<file path="config.mk">
export PLATFORM = sky130hd
export DESIGN_NAME = shiftadd_mul4_ctrl
export DESIGN_NICKNAME = d
export VERILOG_FILES = /design/src/rtl/mul_pkg.sv /design/src/rtl/fourbitFA.sv /design/src/rtl/shiftadd_mul4_ctrl.sv
export SDC_FILE = /design/constraint.sdc
export NUM_CORES = 1
export LEC_CHECK = 0
export ABC_AREA = 0
export ABC_CLOCK_PERIOD_IN_PS = 3000
export CAP_MARGIN = 10
export CORE_MARGIN = 4
export CORE_UTILIZATION = 45
export DETAILED_ROUTE_END_ITERATION = 6
export PLACE_DENSITY = 0.73
export SYNTH_ARGS = -nofsm -noshare
export SYNTH_HDL_FRONTEND = slang
export SYNTH_SLANG_ARGS = --single-unit
</file>
<file path="constraint.sdc">
create_clock -name clk -period 3 [get_ports clk]
set_input_delay 0.9 -clock clk [delete_from_list [all_inputs] [get_ports clk]]
set_output_delay 0.9 -clock clk [all_outputs]
set_load 0.05 [all_outputs]
</file>
<file path="src/rtl/mul_pkg.sv">
// -----------------------------------------------------------------------------
// mul_pkg
//   Shared types and constants for the shift-and-add 4x4 multiply unit.
//   - mul_state_t     : controller state encoding (IDLE, RUN, DONE)
//   - MUL_STEPS       : number of RUN cycles, one per multiplier bit
//   - CNT_LAST        : step counter value on the final RUN cycle
//   - partial_addend  : selects the multiplicand or zero for one partial product
// -----------------------------------------------------------------------------
package mul_pkg;

   typedef enum logic [1:0] {
      IDLE = 2'b00,
      RUN  = 2'b01,
      DONE = 2'b10
   } mul_state_t;

   localparam int MUL_STEPS = 4;

   // The 2-bit step counter reaches this value on the last RUN cycle.
   localparam logic [1:0] CNT_LAST = 2'(MUL_STEPS - 1);

   // One partial product of a 4-bit multiply: the multiplicand when the
   // current multiplier bit is set, otherwise zero.
   function automatic logic [3:0] partial_addend(input logic [3:0] mcand,
                                                 input logic       mbit);
      return mbit ? mcand : 4'b0000;
   endfunction

endpackage

</file>
<file path="src/rtl/fourbitFA.sv">
// -----------------------------------------------------------------------------
// fourbitFA
//   4-bit ripple-carry adder built from four full-adder cells. This is the
//   adder shared with the ALU datapath; the multiply controller reuses it.
//
//   Ports
//     a     in   4  first operand
//     b     in   4  second operand
//     cin   in   1  carry in
//     sum   out  4  a + b + cin, low four bits
//     carry out  1  carry out of bit 3
// -----------------------------------------------------------------------------
module fourbitFA (
   input  logic [3:0] a,
   input  logic [3:0] b,
   input  logic       cin,
   output logic [3:0] sum,
   output logic       carry
);

   logic [4:0] c;

   assign c[0] = cin;

   for (genvar i = 0; i < 4; i++) begin : g_fa
      assign sum[i]   = a[i] ^ b[i] ^ c[i];
      assign c[i + 1] = (a[i] & b[i]) | (c[i] & (a[i] ^ b[i]));
   end

   assign carry = c[4];

endmodule

</file>
<file path="src/rtl/shiftadd_mul4_ctrl.sv">
// -----------------------------------------------------------------------------
// shiftadd_mul4_ctrl
//   Sequential 4x4 unsigned multiplier. One fourbitFA is sequenced over four
//   RUN cycles, adding one partial product per cycle into a right-shifting
//   {hi, lo} accumulator. lo starts as the multiplier and is shifted out as
//   product bits are shifted in, so after four steps {hi, lo} = a * b.
//
//   Ports
//     clk        in   1  rising-edge clock
//     rst        in   1  synchronous active-high reset
//     in_valid   in   1  a/b valid this cycle
//     in_ready   out  1  operands accepted (IDLE only)
//     a          in   4  multiplicand, unsigned
//     b          in   4  multiplier, unsigned
//     out_valid  out  1  product valid (DONE only)
//     out_ready  in   1  consumer takes the product
//     product    out  8  {hi, lo}; meaningful only while out_valid
//     busy       out  1  high in RUN or DONE
// -----------------------------------------------------------------------------
module shiftadd_mul4_ctrl
   import mul_pkg::*;
(
   input  logic       clk,
   input  logic       rst,
   input  logic       in_valid,
   output logic       in_ready,
   input  logic [3:0] a,
   input  logic [3:0] b,
   output logic       out_valid,
   input  logic       out_ready,
   output logic [7:0] product,
   output logic       busy
);

   mul_state_t state;
   mul_state_t state_nxt;

   logic [3:0] a_reg;
   logic [3:0] hi;
   logic [3:0] lo;
   logic [1:0] cnt;

   logic [3:0] addend;
   logic [3:0] s;
   logic       c;

   // Shared adder: accumulator high nibble plus the current partial product.
   fourbitFA u_fa (
      .a     (hi),
      .b     (addend),
      .cin   (1'b0),
      .sum   (s),
      .carry (c)
   );

   // Handshake signals decode only from the registered state, so there is no
   // combinational path from in_valid/out_ready to any output.
   always_comb begin
      addend    = partial_addend(a_reg, lo[0]);
      state_nxt = state;
      in_ready  = 1'b0;
      out_valid = 1'b0;
      busy      = 1'b0;
      unique case (state)
         IDLE: begin
            in_ready = 1'b1;
            if (in_valid) begin
               state_nxt = RUN;
            end
         end
         RUN: begin
            busy = 1'b1;
            if (cnt == CNT_LAST) begin
               state_nxt = DONE;
            end
         end
         DONE: begin
            busy      = 1'b1;
            out_valid = 1'b1;
            if (out_ready) begin
               state_nxt = IDLE;
            end
         end
         default: begin
            state_nxt = IDLE;
         end
      endcase
   end

   // hi/lo are left untouched on leaving DONE, so product keeps the last
   // result until the next operation is accepted.
   assign product = {hi, lo};

   always_ff @(posedge clk) begin
      if (rst) begin
         state <= IDLE;
         a_reg <= 4'h0;
         hi    <= 4'h0;
         lo    <= 4'h0;
         cnt   <= 2'd0;
      end else begin
         state <= state_nxt;
         unique case (state)
            IDLE: begin
               if (in_valid) begin
                  a_reg <= a;
                  hi    <= 4'h0;
                  lo    <= b;
                  cnt   <= 2'd0;
               end
            end
            RUN: begin
               // Shift the 5-bit sum right across {hi, lo}: the adder carry
               // lands in hi[3], so the 8-bit result can never overflow.
               hi  <= {c, s[3:1]};
               lo  <= {s[0], lo[3:1]};
               cnt <= cnt + 2'd1;
            end
            default: begin
            end
         endcase
      end
   end

endmodule

</file>
======== Word level (Yosys, flattened, before mapping) ========
Index checks and enable logic that the tools add are counted.
storage, ports and cells
  flip-flop bits (word level) ............. 16
  input port bits ......................... 12
  output and inout port bits .............. 11
  logic and storage cells ................. 49
cells by class
  add/sub/neg operators ................... 1
  equality and inequality tests ........... 6
  multiplexer cells ....................... 14
  bitwise gates (word level) .............. 17
  reductions and logical operators ........ 6
operators by type and width
  kind                                                              number
  4-bit one-hot mux with 2 select lines                             2
  4-bit 2-to-1 mux                                                  3
  2-bit 2-to-1 mux                                                  4
  1-bit AND                                                         7
  1-bit bitwise XOR                                                 7
  2-bit inequality test (second input constant)                     3
  2-bit one-hot mux with 3 select lines                             1
  2-bit == test (second input constant)                             2
  2-bit one-hot mux with 2 select lines                             1
  2-bit AND reduction                                               2
  1-bit 2-to-1 mux                                                  3
  1-bit bitwise OR                                                  3
  3-bit AND reduction                                               1
  2-bit by 1-bit adder with 2-bit output (second input constant)    1
  2-bit by 1-bit == test with 1-bit output (second input constant)  1
  2-bit logical NOT                                                 1
  2-bit nonzero test                                                1
  2-bit OR reduction                                                1

======== Depth between registers and ports, before layout ========
Gate-level depths: netlist (run 1).
  depth after elaboration ................. 9
  depth in mapped cells ................... 10
  mapped depth without buffers ............ 10

======== Hierarchy ========
From an unflattened synthesis (run 1), not the netlist that was laid out.
second synthesis, totals
  cell total of the unflattened synthesis .. 105
  area, all modules ....................... 1026.0 µm²
by module, submodules not included
  module              times used  cells an instance  area an instance (µm²)  sequential area each (µm²)
  shiftadd_mul4_ctrl  1           91                 908.4                   320.3
  fourbitFA           1           14                 117.6                   0.0

======== Worst setup path before layout (run 1) ========
No wires, ideal clock.
  path type ............................... register to register
  start point ............................. register lo[0]
  end point ............................... register hi[2]
  library setup time ...................... 0.070 ns
  data arrival time ....................... 2.484 ns
  required time ........................... 2.930 ns
  setup slack ............................. 0.446 ns
  stages on the path, launching flop included .. 11
  path buffers ............................ 0
  period minus slack after synthesis ...... 2.554 ns
  path through ............................ dfxtp_1 -> and2_1 -> ha_1 -> inv_1 -> fa_1 -> inv_1 -> fa_1 -> inv_1 -> fa_1 -> a211o_1 -> a21oi_1
on the way
  word-level cells in the longest chain between the ends .. 8
  elaborated cells on any way between the ends .. 13
  classes of those cells .................. mux (2); bitwise (11)
RTL lines
  item                                                   RTL line                   RTL
  start, declared                                        shiftadd_mul4_ctrl.sv:40   logic [3:0] lo;
  start signal, assigned                                 shiftadd_mul4_ctrl.sv:116  lo <= {s[0], lo[3:1]};
  4-bit 2-to-1 mux (*)                                   mul_pkg.sv:26              return mbit ? mcand : 4'b0000;
  1-bit AND / 1-bit bitwise XOR (equally long branches)  fourbitFA.sv:27            assign c[i + 1] = (a[i] & b[i]) | (c[i] & (a[i] ^ b[i]));
  1-bit AND                                              fourbitFA.sv:27
  1-bit bitwise OR                                       fourbitFA.sv:27
  1-bit AND                                              fourbitFA.sv:27
  1-bit bitwise OR                                       fourbitFA.sv:27
  1-bit bitwise XOR (*)                                  fourbitFA.sv:26            assign sum[i] = a[i] ^ b[i] ^ c[i];
  4-bit one-hot mux with 2 select lines (*)              shiftadd_mul4_ctrl.sv:103  unique case (state)
  end signal, assigned                                   shiftadd_mul4_ctrl.sv:115  hi <= {c, s[3:1]};
  end, declared                                          shiftadd_mul4_ctrl.sv:39   logic [3:0] hi;
Mark *: on every way between the ends. The rest lies on a longest branch, timed or not.
A chain may end at the register's enable or synchronous reset.

======== Worst setup path after layout (run 1) ========
  start point ............................. register state[0]
  end point ............................... output busy
on the way
  word-level cells in the longest chain between the ends .. 3
  elaborated cells on any way between the ends .. 4
  classes of those cells .................. eq/ne (2); mux (1); reduce/logical (1)
RTL lines
  item                                                                              RTL line                   RTL
  start, declared                                                                   shiftadd_mul4_ctrl.sv:35   mul_state_t state;
  start signal, assigned                                                            shiftadd_mul4_ctrl.sv:102  state <= state_nxt;
  2-bit by 1-bit == test with 1-bit output / 2-bit == test (equally long branches)  shiftadd_mul4_ctrl.sv:64   unique case (state)
  2-bit OR reduction (no line) (*)                                                  --
  1-bit 2-to-1 mux (*)                                                              shiftadd_mul4_ctrl.sv:64
  end, declared                                                                     shiftadd_mul4_ctrl.sv:32   output logic busy
Marks and branches as above.

==> flow_summary.ini, run 1 <==
[outcome]
status = complete, no violations

[yosys]
synth_edf_count = 0
synthArstFlopShare_pct = 0
ys_ff_latch = 16
syn_inst = 102
synthTopCellsByArea = dfxtp_1 33%, mux2i_1 8.2%, ha_1 6.4%
synth_nets = 122
avgSynthCellArea_sq_um = 9.60
synth_seq_area_share_pct = 32.7
synth_ff_type = dfxtp_1
ys.warnings.count = 0
yosysTopAreaCell = dfxtp_1
synth_cell_type_count = 26
netlist_area_sq_um = 980
synth_top_area_share_pct = 32.7

[floorplan]
die_y_um = 54.7
start_util_pct = 48.5
fp-row-count = 16
die_w_um = 54.7
num_io_pins = 23
coreArea_sq_um = 2020
fp.dieArea_sq_um = 2990

[worst_hold_path]
min_path_cells = 2
hold_class = reg2reg
hold_start = a_reg[2]$_SDFFE_PP0P_
min_to = a_reg[2]$_SDFFE_PP0P_

[timing]
min_period_ns = 2.75
skew_ns = 0.00668
maxSlewHeadroom_pct = 39.9
fin_crit_sh_pct = 91.6
finalSetupViolCount = 0
fin_setup_tns_ns = 0
final_hold_viol_count = 0
drv_slew = 0
whs_ns = 0.457
tightestPinTransition_ns = 0.902
rsz0062_at_grt = no
fmax_ghz = 0.364

[global_routing]
antenna_found_initial = 0
grt_pass1_wl_um = 3530
grtUsageTotal_pct = 16.9
grt_pass1_vias = 789
grt_max_degree = 21
gr-total-overflow = 0

[drt]
drc = 0
first_pass_iters = 3
routedWlPerCell_um = 13.5
via_per_inst = 5.18
vias = 777
totalWireLength_um = 2020
drt-initial-drc-count = 2
ant_nets = 0

[setup_path]
criticalPathCategory = reg2out
path_max_fanout = 3
r2r_cells = 10
cp-start-kind = register
cp.arrival_ns = 1.85
r2r-end = hi[2]$_SDFFE_PP0P_
r2r_slack_ns = 0.67
worst_ep_required_time_ns = 2.10
timing.rr.start = lo[0]$_SDFFE_PP0P_
worst_setup_path_end_kind = output pin

[power]
power-per-cell-area_nw_per_um2 = 883
leakagePower_nw = 0.449
ir_drop_mv = 0.533
p_total_mw = 1.08

[clock_network]
cts_inserted_buffers = 3
clk_latency_ns = 0.29
clock_sinks = 16
cts_resized = 0
clockRootBuffer = clkbuf_4
cts_buffer_depth = 2
cts-hold-fix-buffers = 0
htreeDepth = 1
cts.clk_slew.worst_paths_ns = 0.09
cts_tree = done
cts_setup_buffers = 0

[place]
dp_hpwl_um = 1520
io_buffer_count = 22
place_congestion = 0.774
placed_cells = 147

[final_layout]
filler_cell_count = 179
multi_input_area_sq_um = 582
syn2layout_area_growth_pct = 25.3
layout_commonest_cell = clkdlybuf4s50_1
drive_gt1_share_pct = 10.6
fin_cells = 150
n_antenna_cell = 0
mostFrequentLayoutCells = 22 x clkdlybuf4s50_1, 16 x dfxtp_1, 9 x inv_1, 9 x a21oi_1
nNetsFinal = 145
regArea_sq_um = 320

[flow_run]
maxCapViolCount = 0
[cell usage after synthesis (2+ instances only)]
cell type	number
a211o_1	3
a211oi_2	4
a21oi_1	9
a2bb2oi_1	3
a32oi_1	2
and2_1	2
buf_2	2
buf_6	2
dfxtp_1	16
fa_1	3
ha_1	5
inv_1	9
mux2i_1	8
nand2_1	8
nand2b_1	4
nand3_1	4
nor2_1	8
or2_0	2
[worst max-delay path by stage]
stage	to	slack, ns	cells after the start	startpoint
after floorplan	hi[2]$_SDFFE_PP0P_	0.45	10	lo[0]$_SDFFE_PP0P_
after global placement	state[1]$_SDFFE_PP0P_	0.63	4	in_valid
after detailed placement	busy	0.58	3	state[0]$_SDFFE_PP0P_
after CTS	busy	0.23	3	state[0]$_SDFFE_PP0P_
after global routing	busy	0.16	3	state[0]$_SDFFE_PP0P_
final	busy	0.25	3	state[0]$_SDFFE_PP0P_
[cell families (layout without fill, tap and decap cells)]
group / after synthesis / count (layout) / share of synthesized area (%)
DFF: 16 / 16 / 32.7
muxes: 9 / 9 / 9.71
buffers and inverters: 15 / 36 / 7.92
xor gates and xnor gates: 1 / 1 / 0.894
adders and majority gates: 8 / 8 / 12.5
and+or+nand+nor: 30 / 30 / 15.2
AOI/OAI and AO/OA: 23 / 23 / 21.1
[cell type report]
cell class / count / share of cell area, %
multi-input cells: 71 / 47.4
flip-flops and latches: 16 / 26.1
repair buffers: 24 / 19.2
inverters: 9 / 2.75
well taps: 27 / 2.75
clock buffers: 3 / 1.83
[stage by stage]
step	util [%]	cell area (sq um)	worst slack (ns)
2_1_floorplan	-	980	0.446
3_3_place_gp	59.6	1200	0.634
3_5_place_dp	59.6	1200	0.575
4_1_cts	60.7	1230	0.230
5_1_grt	60.7	1230	0.162
6_report	60.7	1230	0.252
[layer usage]
layer  track usage [%]  share of wire (%)  vias up
met2              27.6                 49       17
met5                 0                  0        -
met3              7.63                7.2        7
met4              6.22                1.5        0
met1              19.2                 42      359
li1                  -                  -      394
[power by group]
group,switching [mW],leakage (nW),internal [mW]
logic,0.401,0.304,0.254
clock network,0.0692,0.0138,0.0468
registers,0.0459,0.131,0.266
[critical path: stages (launching register included)]
cell and delay [ns]:
dfxtp_1 0.38, inv_1 0.09, ha_1 0.29, clkdlybuf4s50_1 0.80
No activity file was read; power rests on OpenSTA's default activity.
==> run 2, diff against run 1 <==
- SYNTH_HIERARCHICAL: unset -> 1
==> run 2 against run 1 <==
Synthesized cell count up 2.9%. Cell count is 2.0% higher. Hold slack improved by 0.0093 ns. Area after synthesis is 4.7% higher. Clock skew about the same. Core utilization down 3.0 points. Critical endpoint unchanged.
==> flow_summary.ini, run 2 <==
[floorplan]
start_util_pct = 46.8
die_w_um = 55.8
fp.dieArea_sq_um = 3110
num_io_pins = 23
die_y_um = 55.8
coreArea_sq_um = 2190
fp-row-count = 17

[yosys]
avgSynthCellArea_sq_um = 9.77
syn_inst = 105
ys.warnings.count = 6
synth_edf_count = 0
ys_ff_latch = 16
synth_cell_type_count = 26
netlist_area_sq_um = 1030
synth_top_area_share_pct = 31.2
synth_common_cells = 16 x dfxtp_1, 14 x inv_1, 9 x mux2i_1
yosysTopAreaCell = dfxtp_1
synth.most_common_cell = dfxtp_1
synth_ff_type = dfxtp_1
synthTopCellsByArea = dfxtp_1 31%, mux2i_1 8.8%, fa_1 7.8%
synthArstFlopShare_pct = 0
synth_seq_area_share_pct = 31.2
synth_nets = 126

[setup_path]
cp-start-kind = register
worst_ep_required_time_ns = 2.10
cp.arrival_ns = 1.85
cp_num_cells = 3
criticalPathCategory = reg2out
critPathBufInv = 2
crit_start = state[1]$_SDFFE_PP0P_
r2r_slack_ns = 0.35
timing.rr.start = lo[0]$_SDFFE_PP0P_
worstPathCellList = inv_1 -> ha_1 -> clkdlybuf4s50_1
path_max_fanout = 3
r2r_cells = 12
cp_slowest_cell = clkdlybuf4s50_1
cp_top_family = buffers and inverters
slowest_delay_ns = 0.79
r2r-end = hi[2]$_SDFFE_PP0P_
worst_setup_path_end_kind = output pin

[drt]
routedWlPerCell_um = 13.2
via_per_inst = 5.10
totalWireLength_um = 2010
drc = 0
ant_nets = 0
vias = 781
first_pass_iters = 4
drt-initial-drc-count = 6

[timing]
fin_setup_tns_ns = 0
fmax_ghz = 0.364
final_hold_viol_count = 0
min_period_ns = 2.75
maxSlewHeadroom_pct = 44.8
fin_crit_sh_pct = 91.5
whs_ns = 0.466
rsz0062_at_grt = no
skew_ns = 0.00649
tightestPinTransition_ns = 0.828
finalSetupViolCount = 0
drv_slew = 0

[global_routing]
grt_max_degree = 19
gr-total-overflow = 0
grt_pass1_wl_um = 3660
grt_pass1_vias = 812
antenna_found_initial = 0
grtUsageTotal_pct = 14.6

[flow_run]
maxCapViolCount = 0

[clock_network]
cts_setup_buffers = 0
clk_latency_ns = 0.29
cts-hold-fix-buffers = 0
htreeDepth = 1
clock_sinks = 16
cts_buffer_depth = 2
cts_inserted_buffers = 3
cts_tree = done
cts.clk_slew.worst_paths_ns = 0.10
cts_resized = 0
clockRootBuffer = clkbuf_4

[place]
io_buffer_count = 22
place_congestion = 0.740
dp_hpwl_um = 1530
placed_cells = 149

[final_layout]
layout_commonest_cell = clkdlybuf4s50_1
mostFrequentLayoutCells = 21 x clkdlybuf4s50_1, 16 x dfxtp_1, 14 x inv_1, 9 x mux2i_1, 8 x a21oi_1
regArea_sq_um = 320
filler_cell_count = 196
fin_cells = 153
syn2layout_area_growth_pct = 23.3
drive_gt1_share_pct = 13.6
nNetsFinal = 147
n_antenna_cell = 0
multi_input_area_sq_um = 603

[outcome]
status = complete, no violations

[worst_hold_path]
min_path_cells = 2
hold_start = a_reg[1]$_SDFFE_PP0P_
hold_class = reg2reg
min_to = a_reg[1]$_SDFFE_PP0P_

[power]
leakagePower_nw = 0.486
ir_drop_mv = 0.500
power-per-cell-area_nw_per_um2 = 802
p_total_mw = 1.01
run 2: changes by cell type after synthesis, moves of 2 or more:
| cell | delta |
|---|---|
| nor2_1 | -6 |
| inv_1 | +5 |
| nor2_2 | +4 |
| a211o_1 | -3 |
| a2bb2oi_1 | -3 |
| a32oi_1 | +3 |
| and2_1 | +2 |
| buf_2 | -2 |
| nand2_1 | -2 |
run 2: tightest hold or removal path: cells and delay by family, from the launching register on:
family | cells | cell delay [ns]
flip-flops | 1 | 0.33
AO/OA/AOI/OAI | 1 | 0.05
AND/OR/NAND/NOR | 1 | 0.05
run 2: final cells by class:
type / instances / share of cell area [%]
repair buffers: 22 / 17.2
inverters: 14 / 4.15
multi-input cells: 69 / 47.7
flip-flops and latches: 16 / 25.3
well taps: 28 / 2.77
clock buffers: 4 / 2.87
run 2: power breakdown:
group / internal [mW] / total [mW] / switching, mW
combinational: 0.224 / 0.576 / 0.351
sequential: 0.257 / 0.296 / 0.0382
clock: 0.0739 / 0.143 / 0.0692
run 2: per-stage QoR:
| step | instance area (sq um) | setup slack [ns] | utilization [%] |
|---|---|---|---|
| after global routing | 1260 | 0.199 | 57.7 |
| after global placement | 1230 | 0.504 | 56.1 |
| after floorplan | 1030 | 0.295 | - |
| final | 1260 | 0.254 | 57.7 |
| after CTS | 1260 | 0.223 | 57.7 |
| after detailed placement | 1230 | 0.388 | 56.1 |
run 2: logic make-up after synthesis:
logic type | synth area share, %
simple gates | 16.5
buf+inv | 10.0
compound gates | 15.6
flops | 31.2
mux | 12.4
fa+ha+maj | 13.9
other cells | 0.366
run 2: worst max path at each step:
stage / slack, ns / endpoint
floorplan: 0.30 / hi[2]$_SDFFE_PP0P_
global placement: 0.50 / hi[2]$_SDFFE_PP0P_
detailed placement: 0.39 / hi[2]$_SDFFE_PP0P_
CTS: 0.22 / busy
global route: 0.20 / busy
finish: 0.25 / busy
run 2: routing by layer:
metal / up-vias / GRT usage, % / part of all wire [%]
met5: - / 0 / 0
met4: 0 / 3.13 / 0.70
met3: 2 / 5.10 / 5.0
met2: 14 / 24.7 / 49
met1: 375 / 17.7 / 45
li1: 390 / - / -
